`config.mk`:
```
export PLATFORM = sky130hd
export DESIGN_NAME = brq_hazard_ctrl
export DESIGN_NICKNAME = d
export VERILOG_FILES = /design/src/rtl/brq_pkg.sv /design/src/rtl/brq_sat_counter.sv /design/src/rtl/brq_hazard_ctrl.sv
export SDC_FILE = /design/constraint.sdc
export NUM_CORES = 1
export LEC_CHECK = 0
export CAP_MARGIN = 20
export CORE_UTILIZATION = 46
export DETAILED_ROUTE_END_ITERATION = 16
export HOLD_SLACK_MARGIN = 0.15
export PLACE_DENSITY = 0.83
export SLEW_MARGIN = 20
export SYNTH_ARGS = -nofsm -noshare
export SYNTH_HDL_FRONTEND = slang
export SYNTH_SLANG_ARGS = --single-unit
export TNS_END_PERCENT = 10
```
`constraint.sdc`:
```
create_clock -name brq_clk -period 2.2 [get_ports brq_clk]
set_input_delay 0.44 -clock brq_clk [delete_from_list [all_inputs] [get_ports brq_clk]]
set_output_delay 0.44 -clock brq_clk [all_outputs]
set_load 0.01 [all_outputs]
```
`src/rtl/brq_pkg.sv`:
```
// Shared types and stall codes for the decode-side hazard sequencer.
package brq_pkg;

    typedef enum logic [1:0] {
        RUN       = 2'd0,
        WAIT_LDST = 2'd1,
        WAIT_WB   = 2'd2,
        DRAIN     = 2'd3
    } hzd_state_e;

    localparam logic [1:0] STALL_NONE  = 2'b00;
    localparam logic [1:0] STALL_LDUSE = 2'b01;
    localparam logic [1:0] STALL_MEMLD = 2'b10;

endpackage

```
`src/rtl/brq_sat_counter.sv`:
```
// Up-counter with synchronous clear that holds at all-ones instead of wrapping.
module brq_sat_counter #(
    parameter int Width = 8
) (
    input  logic             brq_clk,
    input  logic             brq_rst,
    input  logic             clr,
    input  logic             en,
    output logic [Width-1:0] cnt
);

    always_ff @(posedge brq_clk) begin
        if (brq_rst || clr) begin
            cnt <= '0;
        end else if (en && (cnt != '1)) begin
            cnt <= cnt + Width'(1);
        end
    end

endmodule

```
`src/rtl/brq_hazard_ctrl.sv`:
```
// Decode-side hazard sequencer: stall freeze/bubble, deferred redirect flush,
// stall watchdog and saturating stall-cycle counter.
module brq_hazard_ctrl
    import brq_pkg::*;
#(
    parameter int MaxStallCycles = 64,
    parameter int CntWidth       = 32
) (
    input  logic                brq_clk,
    input  logic                brq_rst,
    input  logic [1:0]          idu_check_stall,
    input  logic                idu_flush,
    input  logic                ldst_resume,
    input  logic                wb_resume,
    output logic                hzd_freeze_if,
    output logic                hzd_bubble_ex,
    output logic                hzd_flush_if,
    output logic [1:0]          hzd_state,
    output logic [CntWidth-1:0] hzd_stall_cnt,
    output logic                hzd_timeout
);

    localparam int WdWidth = (MaxStallCycles > 2) ? $clog2(MaxStallCycles) : 1;

    hzd_state_e         state_q, state_d;
    logic               pend_flush_q, pend_flush_d;
    logic               timeout_set;
    logic               wd_clr;
    logic               in_wait;
    logic               resumed;
    logic               freeze_c, bubble_c, flush_c;
    logic [WdWidth-1:0] wd_cnt;

    assign in_wait = (state_q == WAIT_LDST) || (state_q == WAIT_WB);
    assign resumed = (state_q == WAIT_LDST) ? ldst_resume : wb_resume;

    always_ff @(posedge brq_clk) begin
        if (brq_rst) begin
            state_q      <= RUN;
            pend_flush_q <= 1'b0;
            hzd_timeout  <= 1'b0;
        end else begin
            state_q      <= state_d;
            pend_flush_q <= pend_flush_d;
            if (timeout_set) begin
                hzd_timeout <= 1'b1;
            end
        end
    end

    always_comb begin
        state_d      = state_q;
        pend_flush_d = pend_flush_q;
        timeout_set  = 1'b0;
        wd_clr       = 1'b0;
        freeze_c     = 1'b0;
        bubble_c     = 1'b0;
        flush_c      = 1'b0;
        case (state_q)
            RUN: begin
                // A redirect overrides any stall request raised in the same cycle.
                if (idu_flush) begin
                    flush_c = 1'b1;
                end else begin
                    case (idu_check_stall)
                        STALL_LDUSE: begin
                            freeze_c = 1'b1;
                            bubble_c = 1'b1;
                            wd_clr   = 1'b1;
                            state_d  = WAIT_LDST;
                        end
                        STALL_MEMLD: begin
                            freeze_c = 1'b1;
                            bubble_c = 1'b1;
                            wd_clr   = 1'b1;
                            state_d  = WAIT_WB;
                        end
                        STALL_NONE: ;
                        default: ;
                    endcase
                end
            end
            WAIT_LDST, WAIT_WB: begin
                freeze_c = 1'b1;
                bubble_c = 1'b1;
                if (idu_flush) begin
                    pend_flush_d = 1'b1;
                end
                if (resumed) begin
                    state_d = DRAIN;
                end else if (wd_cnt == WdWidth'(MaxStallCycles - 1)) begin
                    timeout_set = 1'b1;
                    state_d     = DRAIN;
                end
            end
            DRAIN: begin
                flush_c      = pend_flush_q | idu_flush;
                pend_flush_d = 1'b0;
                state_d      = RUN;
            end
            default: state_d = RUN;
        endcase
    end

    assign hzd_freeze_if = freeze_c & ~brq_rst;
    assign hzd_bubble_ex = bubble_c & ~brq_rst;
    assign hzd_flush_if  = flush_c & ~brq_rst;
    assign hzd_state     = state_q;

    brq_sat_counter #(
        .Width (WdWidth)
    ) u_wd_cnt (
        .brq_clk (brq_clk),
        .brq_rst (brq_rst),
        .clr     (wd_clr),
        .en      (in_wait),
        .cnt     (wd_cnt)
    );

    brq_sat_counter #(
        .Width (CntWidth)
    ) u_stall_cnt (
        .brq_clk (brq_clk),
        .brq_rst (brq_rst),
        .clr     (1'b0),
        .en      (hzd_freeze_if),
        .cnt     (hzd_stall_cnt)
    );

endmodule

```
Word-level counts from Yosys, hierarchy flattened:

Cells that the tools add are included.

* mux-type cells: 17
* reduce and logical (&&, ||, !) cells: 10
* add/subtract/negate cells: 2
* bitwise gates (word level): 4
* eq/ne operators: 12

Operator list (count)
* 32-bit by 1-bit adder with 32-bit output, second input constant: 1
* 32-bit inequality test, second input constant: 1
* 1-bit two-way mux: 9
* 6-bit by 1-bit adder with 6-bit output, second input constant: 1
* 2-bit equality test, second input constant: 3
* 6-bit equality test, second input constant: 1
* 2-bit two-way mux: 3
* 6-bit inequality test, second input constant: 1
* 1-bit one-hot mux with 2 select lines: 3
* 2-bit one-hot mux with 3 select lines: 1
* 2-bit by 1-bit equality test with 1-bit output, second input constant: 2
* 2-bit inequality test, second input constant: 2
* 2-bit one-hot mux with 2 select lines: 1
* 2-bit OR reduction: 2
* 3-bit by 1-bit inequality test with 1-bit output, second input constant: 1
* 3-bit inequality test, second input constant: 1
* 3-bit AND reduction: 1
* 1-bit bitwise AND: 2
* 1-bit logical AND: 2
* 2-bit logical NOT: 1
* 1-bit logical OR: 2
* 2-bit AND reduction: 1
* 2-bit nonzero test: 1
* 1-bit NOT: 1
* 1-bit OR: 1

* output and inout port bits: 38
* logic and storage cells: 50
* bits in registers: 42
* input port bits: 7

Longest topological paths before layout:

* word-level depth: 7
* depth in mapped cells: 9

Modules after synthesis:

From an unflattened synthesis, not the netlist that was laid out.

* cell total of the unflattened synthesis: 264
* area, all modules: 2329.7 um^2

Modules (own cells, without submodules)
* brq_sat_counter at u_stall_cnt: times used 1, area each 1681.6 um^2, cells each 189
* brq_hazard_ctrl: times used 1, area each 361.6 um^2, cells each 46
* brq_sat_counter at u_wd_cnt: times used 1, area each 286.5 um^2, cells each 29

Worst setup path after synthesis:

No wires, ideal clock.

* path kind: input-to-reg
* start point: input port idu_check_stall[0]
* end point: register u_stall_cnt.cnt[20]
* required time: 2.079 ns
* buffers on the path: 0
* slack: 0.099 ns
* stages on the path: 7
* arrival time: 1.981 ns
* setup time: 0.121 ns
* cells stage by stage: inv_1 -> ha_1 -> nor3b_2 -> o21ai_2 -> nor4_1 -> nand4_1 -> mux2_2

* longest elaborated chain between the ends: 7
* elaborated cells between the ends (all ways): 8

RTL lines
* start: declaration: line brq_hazard_ctrl.sv:11 `input logic [1:0] idu_check_stall,`
* 2-bit equality test or 2-bit by 1-bit equality test with 1-bit output (tied branches): line brq_hazard_ctrl.sv:65 `case (idu_check_stall)`
* 2-bit OR reduction (no source line) *
* 1-bit two-way mux *: line brq_hazard_ctrl.sv:65
* 1-bit two-way mux *: line brq_hazard_ctrl.sv:62 `if (idu_flush) begin`
* 1-bit one-hot mux with 2 select lines *: line brq_hazard_ctrl.sv:59 `case (state_q)`
* 1-bit bitwise AND *: line brq_hazard_ctrl.sv:105 `assign hzd_freeze_if = freeze_c & ~brq_rst;`
* 1-bit logical AND *: line brq_sat_counter.sv:15 `end else if (en && (cnt != '1)) begin`
* end signal: assignment: line brq_sat_counter.sv:16 `cnt <= cnt + Width'(1);`
* end: declaration: line brq_sat_counter.sv:9 `output logic [Width-1:0] cnt`

Mark *: on every way between the ends. The rest lies on a longest branch, timed or not.
A chain may end at the register's enable or synchronous reset.

Final worst setup path:

* start point: input port idu_check_stall[1]
* end point: output port hzd_freeze_if

* longest elaborated chain between the ends: 6
* elaborated cells between the ends (all ways): 7

RTL lines
* 2-bit equality test or 2-bit by 1-bit equality test with 1-bit output (tied branches): line brq_hazard_ctrl.sv:65
* 2-bit OR reduction (no source line) *
* 1-bit two-way mux *: line brq_hazard_ctrl.sv:65
* 1-bit two-way mux *: line brq_hazard_ctrl.sv:62
* 1-bit one-hot mux with 2 select lines *: line brq_hazard_ctrl.sv:59
* 1-bit bitwise AND *: line brq_hazard_ctrl.sv:105
* end: declaration: line brq_hazard_ctrl.sv:15 `output logic hzd_freeze_if,`

Marks and branches as above.

==> summary.md <==
| Metric | Value |
|---|---|
| Slew HR | `between 70 and 80%` |
| Crit. End Element | `primary output` |
| Pwr Density | `714 mW/mm^2` |
| Max_cap viols | `0` |
| Status | `finished, final reports clean` |
| FF+latch count, synth | `42` |
| Via density | `5.68` |
| Finish-stage setup viols | `0` |
| Distinct cells, synth | `50` |
| Wirelength per Cell | `roughly 14 um` |
| Peak VDD IR | `between 0.4 and 0.5 mV` |
| Drt initial violations | `around 160` |
| Placeable Area | `about 0.0048 sq mm` |
| Minimum clock period | `2.13 ns` |
| Post-synthesis sequential area ratio | `36.8%` |
| Final WS setup | `0.0701 ns` |
| RSZ-0062 raised after global routing | `no` |
| Drt total wl | `5740 um` |
| Die footprint | `0.00525 sq mm` |
| DIE HEIGHT | `72.5 um` |
| Fill cell count | `398` |
| GR Overflow Total | `0` |
| Largest net degree at the start of global routing | `39` |
| Initial Util | `48.0%` |
| Clk sink count | `42` |
| Ports | `45` |
| Gr usage total | `between 20% and 30%` |
| Depth of the most critical reg-to-reg path | `9` |
| H-tree Lvls | `2` |
| Vias in the first global route | `2223` |
| Chip Width | `72.5 um` |
| Mapped cell area | `0.00228 sq mm` |
| GP Congestion | `around 0.77` |
| Pre-antenna DRT Iters | `4` |
| CTS tree | `yes` |
| Ys Warns | `0` |
| Routed Antenna Nets | `0` |
| TritonCTS buffer count | `5` |
| Clock slew at reported path FFs | `0.08 ns` |
| Root Driver | `clkbuf_8` |
| Clk buf depth | `2` |
| Vias | `2330` |
| Syn nets | `284` |
| Worst Setup EP | `hzd_freeze_if` |
| R2r setup slk | `roughly 0.1 ns` |
| Post-detail-place hpwl | `4020 um` |
| Antenna diodes | `0` |
| DP Worst Slack | `-0.551 ns` |
| Design Area, Final | `between 0.003 and 0.004 sq mm` |
| Crit Path Class | `in2out` |
| Drc violations | `0` |
| Crit path from | `idu_check_stall[1]` |
| Syn Inst Count | `270` |
| PortBufs | `44` |
| FP Rows | `25` |
| Hold Fails Final Rpt | `0` |
| Critical path launch point type | `input port` |
| Worst Max-Slew Pin Slew | `0.407 ns` |
| Arr. time, crit path | `1.69 ns` |
| Hold Crit Class | `reg2reg` |
| Yosys top cell area share | `36.8%` |
| EDFF count, synth | `0` |
| DP Area | `0.00295 sq mm` |
| Worst R2R End | `u_stall_cnt.cnt[13]$_SDFFE_PP0P_` |
| Maximum operating frequency | `470 MHz` |
| Critical-path maximum fanout | `4` |
| Ys async rst share | `0%` |
| Final Skew | `0.00726 ns` |
| WP data required | `1.76 ns` |
| Syn-to-layout area delta | `37.3%` |
| Initial antenna violation count | `0` |
| Fin. max-slew vios | `0` |
| Global-route wire length before repair | `9700 um` |
| Nets@finish | `356` |
| Avg Synthesized Cell Area | `~8.5 sq um` |
| Post-synth top area cell | `dfxtp_1` |
| Fin crit share | `96.8%` |
| Ys flop type | `dfxtp_1` |
| Reg2reg start | `hzd_state[0]$_SDFFE_PP0P_` |
| Layout cells sized above 1 | `20.4%` |
| Smallest hold slack | `0.454 ns` |
| Top cells by area, synth | `dfxtp_1, a21oi_1, ha_1` |
| Clk Latency, worst-skew pair | `0.30 ns` |
| Pleak | `between 1 and 1.5 nW` |
through the flow:
step / util, % / instances / TNS [ns] / total power, mW
floorplan: - / 270 / 0 / 1.31
global placement: 62.1 / 399 / -13.87 / 1.60
detailed placement: 62.1 / 399 / -15.34 / 1.62
CTS: 65.1 / 410 / 0 / 2.17
global route: 65.9 / 410 / 0 / 2.36
finish: 65.9 / 410 / 0 / 2.24
sequential cells by signal (all words and copies together) (netlist names):
| name | count |
|---|---|
| hzd_state | 2 |
| u_stall_cnt.cnt | 32 |
| pend_flush_q | 1 |
| u_wd_cnt.cnt | 6 |
| hzd_timeout | 1 |
worst max-delay path: stages:
cell,delay (ns)
dlygate4sd2_1,0.27
ha_4,0.25
nor3b_4,0.20
buf_4,0.15
o21ai_4,0.06
inv_2,0.09
clkdlybuf4s15_2,0.22
cell families after synthesis:
logic type	count (synthesis)	share of synthesized area (%)
and+or+nand+nor	119	29.5
xor gates and xnor gates	8	3.07
buffers and inverters	23	5.42
DFF	42	36.8
AOI/OAI and AO/OA	66	19.1
muxes	5	2.30
adders and majority gates	7	3.84
synth_stat cells (all sizes together) (2+ instances only):
| cell type | n |
|---|---|
| dfxtp | 42 |
| a21oi | 23 |
| nand2 | 21 |
| nor2 | 18 |
| nand3 | 17 |
| o21ai | 17 |
| inv | 11 |
| or3 | 11 |
| nand4 | 10 |
| o31ai | 10 |
| buf | 8 |
| and3 | 7 |
| ha | 7 |
| and4 | 6 |
| nor2b | 6 |
| nor3 | 6 |
| or4 | 6 |
| xor2 | 5 |
| clkbuf | 4 |
| nand2b | 4 |
| a211oi | 3 |
| mux2i | 3 |
| xnor2 | 3 |
| a211o | 2 |
| a31o | 2 |
| and2 | 2 |
| mux2 | 2 |
| nor4 | 2 |
final cells by class:
type                            instances  area, sq um  area share (%)
Sequential cell                        42          842            26.9
Clock buffer                            6         82.6            2.63
Timing Repair Buffer                   77          693            22.1
Clock inverter                          2         12.5           0.399
Multi-Input combinational cell        205         1380            44.0
Tap cell                               67         83.8            2.67
Inverter                               11         41.3            1.32
layer usage:
metal / global-route usage [%] / wire, um / up-vias
met3: 6.53 / 279 / 13
met4: 10.9 / 130 / 0
met2: 38.5 / 2790 / 73
li1: - / - / 1140
met5: 0 / 0 / -
met1: 29.2 / 2540 / 1104
repair_timing:
action	4_1_cts	5_1_grt
buffers inserted	3	0
cloned	0	0
gates resized for setup	17	11
hold buffers	0	0
pin swaps	3	2
endpoints found under the hold margin	0	0
setup endpoints to repair	32	32
cells in the final DEF (no fill, tap or decap), drive strengths merged, types with 10 or more instances in the layout:
cell type and n:
inv 11, nand2 21, clkdlybuf4s50 38, buf 34
dfxtp 42, o21ai 17, a21oi 23, nand3 17
o31ai 10, or3 11, nor2 18, nand4 10
power by group:
part           switching (mW)  leakage [nW]  internal, mW
Combinational           0.429         0.756         0.439
Clock                   0.269        0.0472         0.252
Sequential             0.0389         0.339         0.809
Total                   0.738          1.14          1.50
worst min-delay path by stage:
stage / from / endpoint / slack [ns] / cells after the start
detailed placement: pend_flush_q$_SDFFE_PP0P_ / pend_flush_q$_SDFFE_PP0P_ / 0.45 / 2
global placement: pend_flush_q$_SDFFE_PP0P_ / pend_flush_q$_SDFFE_PP0P_ / 0.44 / 2
finish: pend_flush_q$_SDFFE_PP0P_ / pend_flush_q$_SDFFE_PP0P_ / 0.45 / 2
global route: pend_flush_q$_SDFFE_PP0P_ / pend_flush_q$_SDFFE_PP0P_ / 0.48 / 2
CTS: pend_flush_q$_SDFFE_PP0P_ / pend_flush_q$_SDFFE_PP0P_ / 0.46 / 2
floorplan: pend_flush_q$_SDFFE_PP0P_ / pend_flush_q$_SDFFE_PP0P_ / 0.43 / 2
Note: power is estimated with default switching activity, not from simulation.
